--- config.mk ---
export PLATFORM = sky130hd
export DESIGN_NAME = relock_status_mc
export DESIGN_NICKNAME = d
export VERILOG_FILES = /design/src/rtl/relock_status_mc_pkg.sv /design/src/rtl/relock_status_ch.sv /design/src/rtl/relock_status_mc.sv
export SDC_FILE = /design/constraint.sdc
export NUM_CORES = 1
export LEC_CHECK = 0
export ABC_AREA = 1
export BUFFER_PORTS_ARGS = -buffer_cell sky130_fd_sc_hd__clkbuf_2
export CORE_ASPECT_RATIO = 1.2
export CORE_MARGIN = 2
export CORE_UTILIZATION = 56
export DETAILED_ROUTE_END_ITERATION = 8
export GPL_TIMING_DRIVEN = 0
export PLACE_DENSITY_LB_ADDON = 0.25
export SYNTH_ARGS = -nofsm -noshare
export SYNTH_HDL_FRONTEND = slang
export SYNTH_HIERARCHICAL = 1
export SYNTH_SLANG_ARGS = --single-unit
--- constraint.sdc ---
create_clock -name clk_in -period 2.1 [get_ports clk_in]
set_input_delay 0.315 -clock clk_in [delete_from_list [all_inputs] [get_ports clk_in]]
set_output_delay 0.315 -clock clk_in [all_outputs]
set_load 0.02 [all_outputs]
--- src/rtl/relock_status_mc_pkg.sv ---
// Shared lock-state encoding; the single-channel LED decoder uses the same values.
package relock_pkg;
  localparam int STATE_W = 2;

  typedef enum logic [STATE_W-1:0] {
    LOCKED       = 2'b00,
    UNLOCKED     = 2'b01,
    RECENT_SHORT = 2'b10,
    RECENT_LONG  = 2'b11
  } relock_state_e;
endpackage

--- src/rtl/relock_status_ch.sv ---
// One lock channel: relock state machine, hold-window counter and saturating unlock-event count.
module relock_status_ch
  import relock_pkg::*;
#(
  parameter longint unsigned HOLD_SHORT = 64'd500_000_000,
  parameter longint unsigned HOLD_LONG  = 64'd6_000_000_000,
  parameter int              CNT_W      = 33,
  parameter int              EVT_W      = 16
) (
  input  logic              clk_in,
  input  logic              rst_in,
  input  logic              relock_on,
  input  logic              clr_events,
  output relock_state_e     state,
  output logic [EVT_W-1:0]  evt_cnt
);

  localparam bit               LONG_EN    = (HOLD_LONG != 64'd0);
  localparam logic [CNT_W-1:0] SHORT_LAST = CNT_W'(HOLD_SHORT - 64'd1);
  localparam logic [CNT_W-1:0] LONG_LAST  = LONG_EN ? CNT_W'(HOLD_LONG - 64'd1) : '0;
  localparam logic [EVT_W-1:0] EVT_MAX    = '1;

  relock_state_e    state_reg;
  logic [CNT_W-1:0] cnt_reg;
  logic [EVT_W-1:0] evt_reg;
  logic             unlock_evt;

  // Only a fresh entry into UNLOCKED counts; staying there does not.
  assign unlock_evt = relock_on && (state_reg != UNLOCKED);

  always_ff @(posedge clk_in or posedge rst_in) begin
    if (rst_in) begin
      state_reg <= UNLOCKED;
      cnt_reg   <= '0;
      evt_reg   <= '0;
    end else begin
      if (relock_on) begin
        state_reg <= UNLOCKED;
        cnt_reg   <= '0;
      end else begin
        case (state_reg)
          UNLOCKED: begin
            state_reg <= RECENT_SHORT;
            cnt_reg   <= '0;
          end
          RECENT_SHORT: begin
            if (cnt_reg == SHORT_LAST) begin
              state_reg <= LONG_EN ? RECENT_LONG : LOCKED;
              cnt_reg   <= '0;
            end else begin
              cnt_reg <= cnt_reg + 1'b1;
            end
          end
          RECENT_LONG: begin
            if (cnt_reg == LONG_LAST) begin
              state_reg <= LOCKED;
              cnt_reg   <= '0;
            end else begin
              cnt_reg <= cnt_reg + 1'b1;
            end
          end
          default: begin
            state_reg <= LOCKED;
            cnt_reg   <= '0;
          end
        endcase
      end

      // A clear coinciding with an event leaves that one event counted.
      if (clr_events) begin
        evt_reg <= unlock_evt ? EVT_W'(1) : '0;
      end else if (unlock_evt && (evt_reg != EVT_MAX)) begin
        evt_reg <= evt_reg + 1'b1;
      end
    end
  end

  assign state   = state_reg;
  assign evt_cnt = evt_reg;

endmodule

--- src/rtl/relock_status_mc.sv ---
// Multi-channel relock status monitor: per-channel FSMs plus registered status, counts and aggregates.
module relock_status_mc
  import relock_pkg::*;
#(
  parameter int              N_CH       = 4,
  parameter longint unsigned HOLD_SHORT = 64'd500_000_000,
  parameter longint unsigned HOLD_LONG  = 64'd6_000_000_000,
  parameter int              CNT_W      = 33,
  parameter int              EVT_W      = 16
) (
  input  logic                    clk_in,
  input  logic                    rst_in,
  input  logic [N_CH-1:0]         relock_on,
  input  logic                    clr_events,
  output logic [2*N_CH-1:0]       status,
  output logic                    any_unlocked,
  output logic                    any_recent,
  output logic [N_CH*EVT_W-1:0]   event_cnt
);

  logic [2*N_CH-1:0]     status_next;
  logic [N_CH*EVT_W-1:0] event_next;
  logic [N_CH-1:0]       unlocked_flags;
  logic [N_CH-1:0]       recent_flags;

  genvar gi;
  generate
    for (gi = 0; gi < N_CH; gi++) begin : g_ch
      relock_state_e    ch_state;
      logic [EVT_W-1:0] ch_evt;

      relock_status_ch #(
        .HOLD_SHORT (HOLD_SHORT),
        .HOLD_LONG  (HOLD_LONG),
        .CNT_W      (CNT_W),
        .EVT_W      (EVT_W)
      ) u_ch (
        .clk_in     (clk_in),
        .rst_in     (rst_in),
        .relock_on  (relock_on[gi]),
        .clr_events (clr_events),
        .state      (ch_state),
        .evt_cnt    (ch_evt)
      );

      assign status_next[2*gi +: 2]        = ch_state;
      assign event_next[EVT_W*gi +: EVT_W] = ch_evt;
      assign unlocked_flags[gi]            = (ch_state == UNLOCKED);
      assign recent_flags[gi]              = (ch_state != LOCKED);
    end
  endgenerate

  // Output stage adds the second cycle of latency; reset values mirror the UNLOCKED reset state.
  always_ff @(posedge clk_in or posedge rst_in) begin
    if (rst_in) begin
      status       <= {N_CH{UNLOCKED}};
      any_unlocked <= 1'b1;
      any_recent   <= 1'b1;
      event_cnt    <= '0;
    end else begin
      status       <= status_next;
      any_unlocked <= |unlocked_flags;
      any_recent   <= |recent_flags;
      event_cnt    <= event_next;
    end
  end

endmodule

==> impl_table.tex <==
\begin{tabular}{lr}
\hline
Metric & Value \\
\hline
\multicolumn{2}{l}{\textbf{Global routing}} \\
\quad Total congestion overflow after global routing & 0 \\
\quad Number of antenna violations at the first check in global routing & 0 \\
\quad Via count of the first global-routing pass & $\sim$13k \\
\quad Maximum number of pins on one net before global-route repair & 43 \\
\quad Overall fraction of global-route tracks in use & between 20\% and 30\% \\
\quad Global-route wire length before repair & around 63000 um \\
\multicolumn{2}{l}{\textbf{STA}} \\
\quad Setup repair after global routing missed its margin & false \\
\quad Period utilization & just over 90\% \\
\quad Slew at the pin closest to its max-slew limit & around 0.86 ns \\
\quad Hold violation total from the final report & 0 \\
\quad Peak Freq & 524 MHz \\
\quad Setup Viol. Count Final & 0 \\
\quad Slew Viols, Final & 0 \\
\quad Worst clock skew & about 0.011 ns \\
\quad Clock period minus final worst setup slack & $\sim$1.9 ns \\
\quad Max transition margin & 42.6\% \\
\multicolumn{2}{l}{\textbf{Setup path}} \\
\quad Kind of critical path & flop to flop \\
\quad Worst setup slack for register-to-register paths & 0.19 ns \\
\quad Biggest cell delay along the critical path & approximately 0.46 ns \\
\quad WP data required & 2.55 ns \\
\quad Cell class contributing the biggest share of worst-path delay & simple AND/OR/NAND/NOR gates \\
\quad Crit Path Max Fanout & 10 \\
\quad Worst Reg-to-Reg Cells & 10 \\
\quad Critical R2R Launch & g\_ch[1].u\_ch/evt\_cnt[0]\$\_DFFE\_PP0P\_ \\
\quad Library cell appearing most often on the critical path & sky130\_fd\_sc\_hd\_\_nand2\_1 \\
\quad Slowest cell on the critical path & sky130\_fd\_sc\_hd\_\_dfrtp\_1 \\
\quad Setup crit end kind & flop \\
\quad End of the worst register-to-register path & g\_ch[1].u\_ch/evt\_cnt[6]\$\_DFFE\_PP0P\_ \\
\quad Element type at the critical path start & flop \\
\quad Crit-path cells & ha\_1 -> nand3\_2 -> nor2\_2 -> nand3\_1 -> nand2\_1 -> buf\_6 -> nand2\_4 -> inv\_2 -> nand2\_1 -> o31ai\_1 \\
\quad Data arrival time of the worst path & roughly 2.4 ns \\
\quad CP bufs+invs & 2 \\
\multicolumn{2}{l}{\textbf{Status}} \\
\quad Status & complete, no violations \\
\multicolumn{2}{l}{\textbf{Min path}} \\
\quad Hold-critical path depth & 4 \\
\quad Hold Startpoint & relock\_on[0] \\
\quad Worst Hold End & g\_ch[0].u\_ch/state[1]\$\_DFFE\_PP0P\_ \\
\quad Class of the tightest hold or removal check & input pin to flop \\
\multicolumn{2}{l}{\textbf{Logic synthesis}} \\
\quad Syn. warnings & 6 \\
\quad Avg Cell Area, Syn & just under 8 sq um \\
\quad Async SR Flop Fraction & 100\% \\
\quad Yosys reg bits & around 280 \\
\quad Mapped Cells & 1993 \\
\quad Commonest cells in the netlist & sky130\_fd\_sc\_hd\_\_nand2\_1 (434), sky130\_fd\_sc\_hd\_\_nor2\_1 (363), sky130\_fd\_sc\_hd\_\_dfrtp\_1 (268) \\
\quad Synth unique cells & 28 \\
\quad Mapped Area & about 16000 sq um \\
\quad Top post-synthesis cells by area & sky130\_fd\_sc\_hd\_\_dfrtp\_1 (43\%), sky130\_fd\_sc\_hd\_\_nand2\_1 (11\%), sky130\_fd\_sc\_hd\_\_nor2\_1 (8.8\%) \\
\quad Cell with the most instances after synthesis & sky130\_fd\_sc\_hd\_\_nand2\_1 \\
\quad EDFF count, synth & 0 \\
\quad Dominant cell type by area after synthesis & sky130\_fd\_sc\_hd\_\_dfrtp\_1 \\
\quad Post-synth top area share & a little over two fifths \\
\quad Syn nets & slightly above 2k \\
\quad Sequential share of the synthesized area & $\sim$45\% \\
\quad Flip-flop cell with the highest count after synthesis & sky130\_fd\_sc\_hd\_\_dfrtp\_1 \\
\multicolumn{2}{l}{\textbf{Drt}} \\
\quad Number of vias in the routed layout & 13.1k \\
\quad Violation count after the first detailed-routing iteration & roughly 840 \\
\quad Wire length per cell after detailed routing & roughly 15 um \\
\quad Number of nets with antenna violations after detailed routing & 0 \\
\quad DRC violations left & 0 \\
\quad Count of TritonRoute iterations in the first routing pass & 5 \\
\quad WL final & about 37000 um \\
\quad Via density & $\sim$5.3 \\
\multicolumn{2}{l}{\textbf{Finish}} \\
\quad Finished Core Util & 64.6\% \\
\quad FF/Latch Area & 6970 sq um \\
\quad Final nets & between 2k and 2.5k \\
\quad Area of the multi-input gates & approximately 7400 sq um \\
\quad Layout cell share with drive strength beyond 1 & around 16\% \\
\quad \# fillers & approximately 2.3k \\
\quad Number of inserted diodes & 0 \\
\quad Final standard cell count with taps included and fillers excluded & between 2k and 2.5k \\
\quad Area growth from synthesis to final layout & 13.1\% \\
\quad Max reg flops & about 130 \\
\multicolumn{2}{l}{\textbf{Clocking}} \\
\quad Clock Tree Buf Depth & 3 \\
\quad Number of CTS-inserted buffers & 28 \\
\quad CTS tree & built \\
\quad Count of instances resized after the clock tree is built & 0 \\
\quad Insertion delay of the later-clocked pin in the worst-skew pair & 0.55 ns \\
\quad Post CTS Setup Buffer Count & 0 \\
\quad Hold-fix buffers, CTS & 1 \\
\quad Clock tree root buffer cell & sky130\_fd\_sc\_hd\_\_clkbuf\_16 \\
\quad Clk pin slew, worst setup/hold paths & 0.07 ns \\
\quad Sinks on Clock Net & 278 \\
\quad H-tree depth & 1 \\
\multicolumn{2}{l}{\textbf{Die}} \\
\quad Die outline area & 29100 sq um \\
\quad Initial Utilization & between 50\% and 60\% \\
\quad Die height & around 190 um \\
\quad Placeable core region & approximately 27000 sq um \\
\quad Die boundary width & 156 um \\
\quad Floorplan row count & 66 \\
\quad Count of boundary I/O pins & 81 \\
\multicolumn{2}{l}{\textbf{Power and ir drop}} \\
\quad Static leakage power & 7.47 nW \\
\quad Pwr/cell area & slightly below 800 nW/um\^{}2 \\
\quad Worst IR Drop VDD & about 0.70 mV \\
\multicolumn{2}{l}{\textbf{Place}} \\
\quad Global placer's final weighted congestion & roughly 0.95 \\
\quad Input/output buffers & between 70 and 80 \\
\quad DP Cell Count & between 2k and 2.5k \\
\quad Post-DP HPWL & between 20000 and 30000 um \\
\multicolumn{2}{l}{\textbf{Job}} \\
\quad Number of maximum-capacitance constraint violations & 0 \\
\hline
\end{tabular}
==> worst max path at each step <==
| stage | start | to | depth (start not counted) |
|---|---|---|---|
| 2_1_floorplan | rst_in | g_ch[0].u_ch/cnt_reg[0]$_DFF_PP0_ | 1 |
| 3_3_place_gp | rst_in | g_ch[1].u_ch/cnt_reg[22]$_DFF_PP0_ | 2 |
| 3_5_place_dp | g_ch[1].u_ch/evt_cnt[0]$_DFFE_PP0P_ | g_ch[1].u_ch/evt_cnt[6]$_DFFE_PP0P_ | 10 |
| 4_1_cts | g_ch[1].u_ch/evt_cnt[0]$_DFFE_PP0P_ | g_ch[1].u_ch/evt_cnt[6]$_DFFE_PP0P_ | 10 |
| 5_1_grt | g_ch[3].u_ch/evt_cnt[0]$_DFFE_PP0P_ | g_ch[3].u_ch/evt_cnt[6]$_DFFE_PP0P_ | 10 |
| 6_report | g_ch[1].u_ch/evt_cnt[0]$_DFFE_PP0P_ | g_ch[1].u_ch/evt_cnt[6]$_DFFE_PP0P_ | 10 |
==> metrics by stage <==
stage                     total power [mW]  instance area, sq um  worst slack [ns]  setup TNS (ns)  hold WS [ns]
after floorplan                       7.42                 15500             0.557               0         0.374
after detailed placement              8.03                 16400             0.255               0         0.387
after CTS                             13.9                 17500             0.207               0        0.0408
final                                 13.8                 17500             0.192               0        0.0635
after global placement                7.95                 16300            -0.361          -57.29         0.390
after global routing                  14.4                 17500            0.0758               0        0.0600
==> power by group <==
| group | switching [mW] | internal, mW | total (mW) |
|---|---|---|---|
| clock network | 2.12 | 3.71 | 5.83 |
| logic | 1.31 | 0.625 | 1.93 |
| registers | 0.310 | 5.69 | 6.00 |
| total | 3.74 | 10.0 | 13.8 |
==> layout make-up <==
| type | count | share of cell area (%) |
|---|---|---|
| Timing Repair Buffer | 85 | 2.88 |
| Buffer | 24 | 1.37 |
| Clock buffer | 38 | 4.67 |
| Clock inverter | 14 | 1.60 |
| Inverter | 237 | 5.09 |
| Tap cell | 340 | 2.42 |
| Multi-Input combinational cell | 1454 | 42.2 |
| Sequential cell | 278 | 39.7 |
==> cell usage in the layout, fill, tap and decap left out, types with 20 or more instances in the layout <==
| cell type | count |
|---|---|
| sky130_fd_sc_hd__xnor2_1 | 24 |
| sky130_fd_sc_hd__nand4_1 | 48 |
| sky130_fd_sc_hd__nor2_2 | 108 |
| sky130_fd_sc_hd__inv_1 | 224 |
| sky130_fd_sc_hd__nor2_1 | 363 |
| sky130_fd_sc_hd__o21ai_1 | 32 |
| sky130_fd_sc_hd__nor3_1 | 60 |
| sky130_fd_sc_hd__nand2_1 | 434 |
| sky130_fd_sc_hd__ha_1 | 20 |
| sky130_fd_sc_hd__clkbuf_2 | 79 |
| sky130_fd_sc_hd__clkbuf_16 | 29 |
| sky130_fd_sc_hd__dfrtp_1 | 268 |
| sky130_fd_sc_hd__o21ai_0 | 20 |
| sky130_fd_sc_hd__xor2_1 | 108 |
| sky130_fd_sc_hd__nand3_1 | 156 |
==> worst min-delay path: stages <==
cell	delay, ns
sky130_fd_sc_hd__clkbuf_2	0.10
sky130_fd_sc_hd__nor2_1	0.04
sky130_fd_sc_hd__nand3_1	0.07
sky130_fd_sc_hd__nand2_1	0.05
==> kinds of logic (layout without fill, tap and decap cells) <==
group / Yosys count / after routing / synth area share [%]
simple gates: 1238 / 1238 / 36.5
fa+ha+maj: 20 / 20 / 1.61
xor+xnor: 132 / 132 / 7.45
compound gates: 64 / 64 / 2.26
flops: 278 / 278 / 44.9
buf+inv: 261 / 398 / 7.28
==> layer usage <==
layer	track usage, %	vias up	wire (um)
met4	8.86	0	1100
met1	33.8	6182	15600
li1	-	6462	-
met3	3.20	86	1970
met5	0	-	0
met2	45.1	408	18200
No activity file was read; power rests on OpenSTA's default activity.
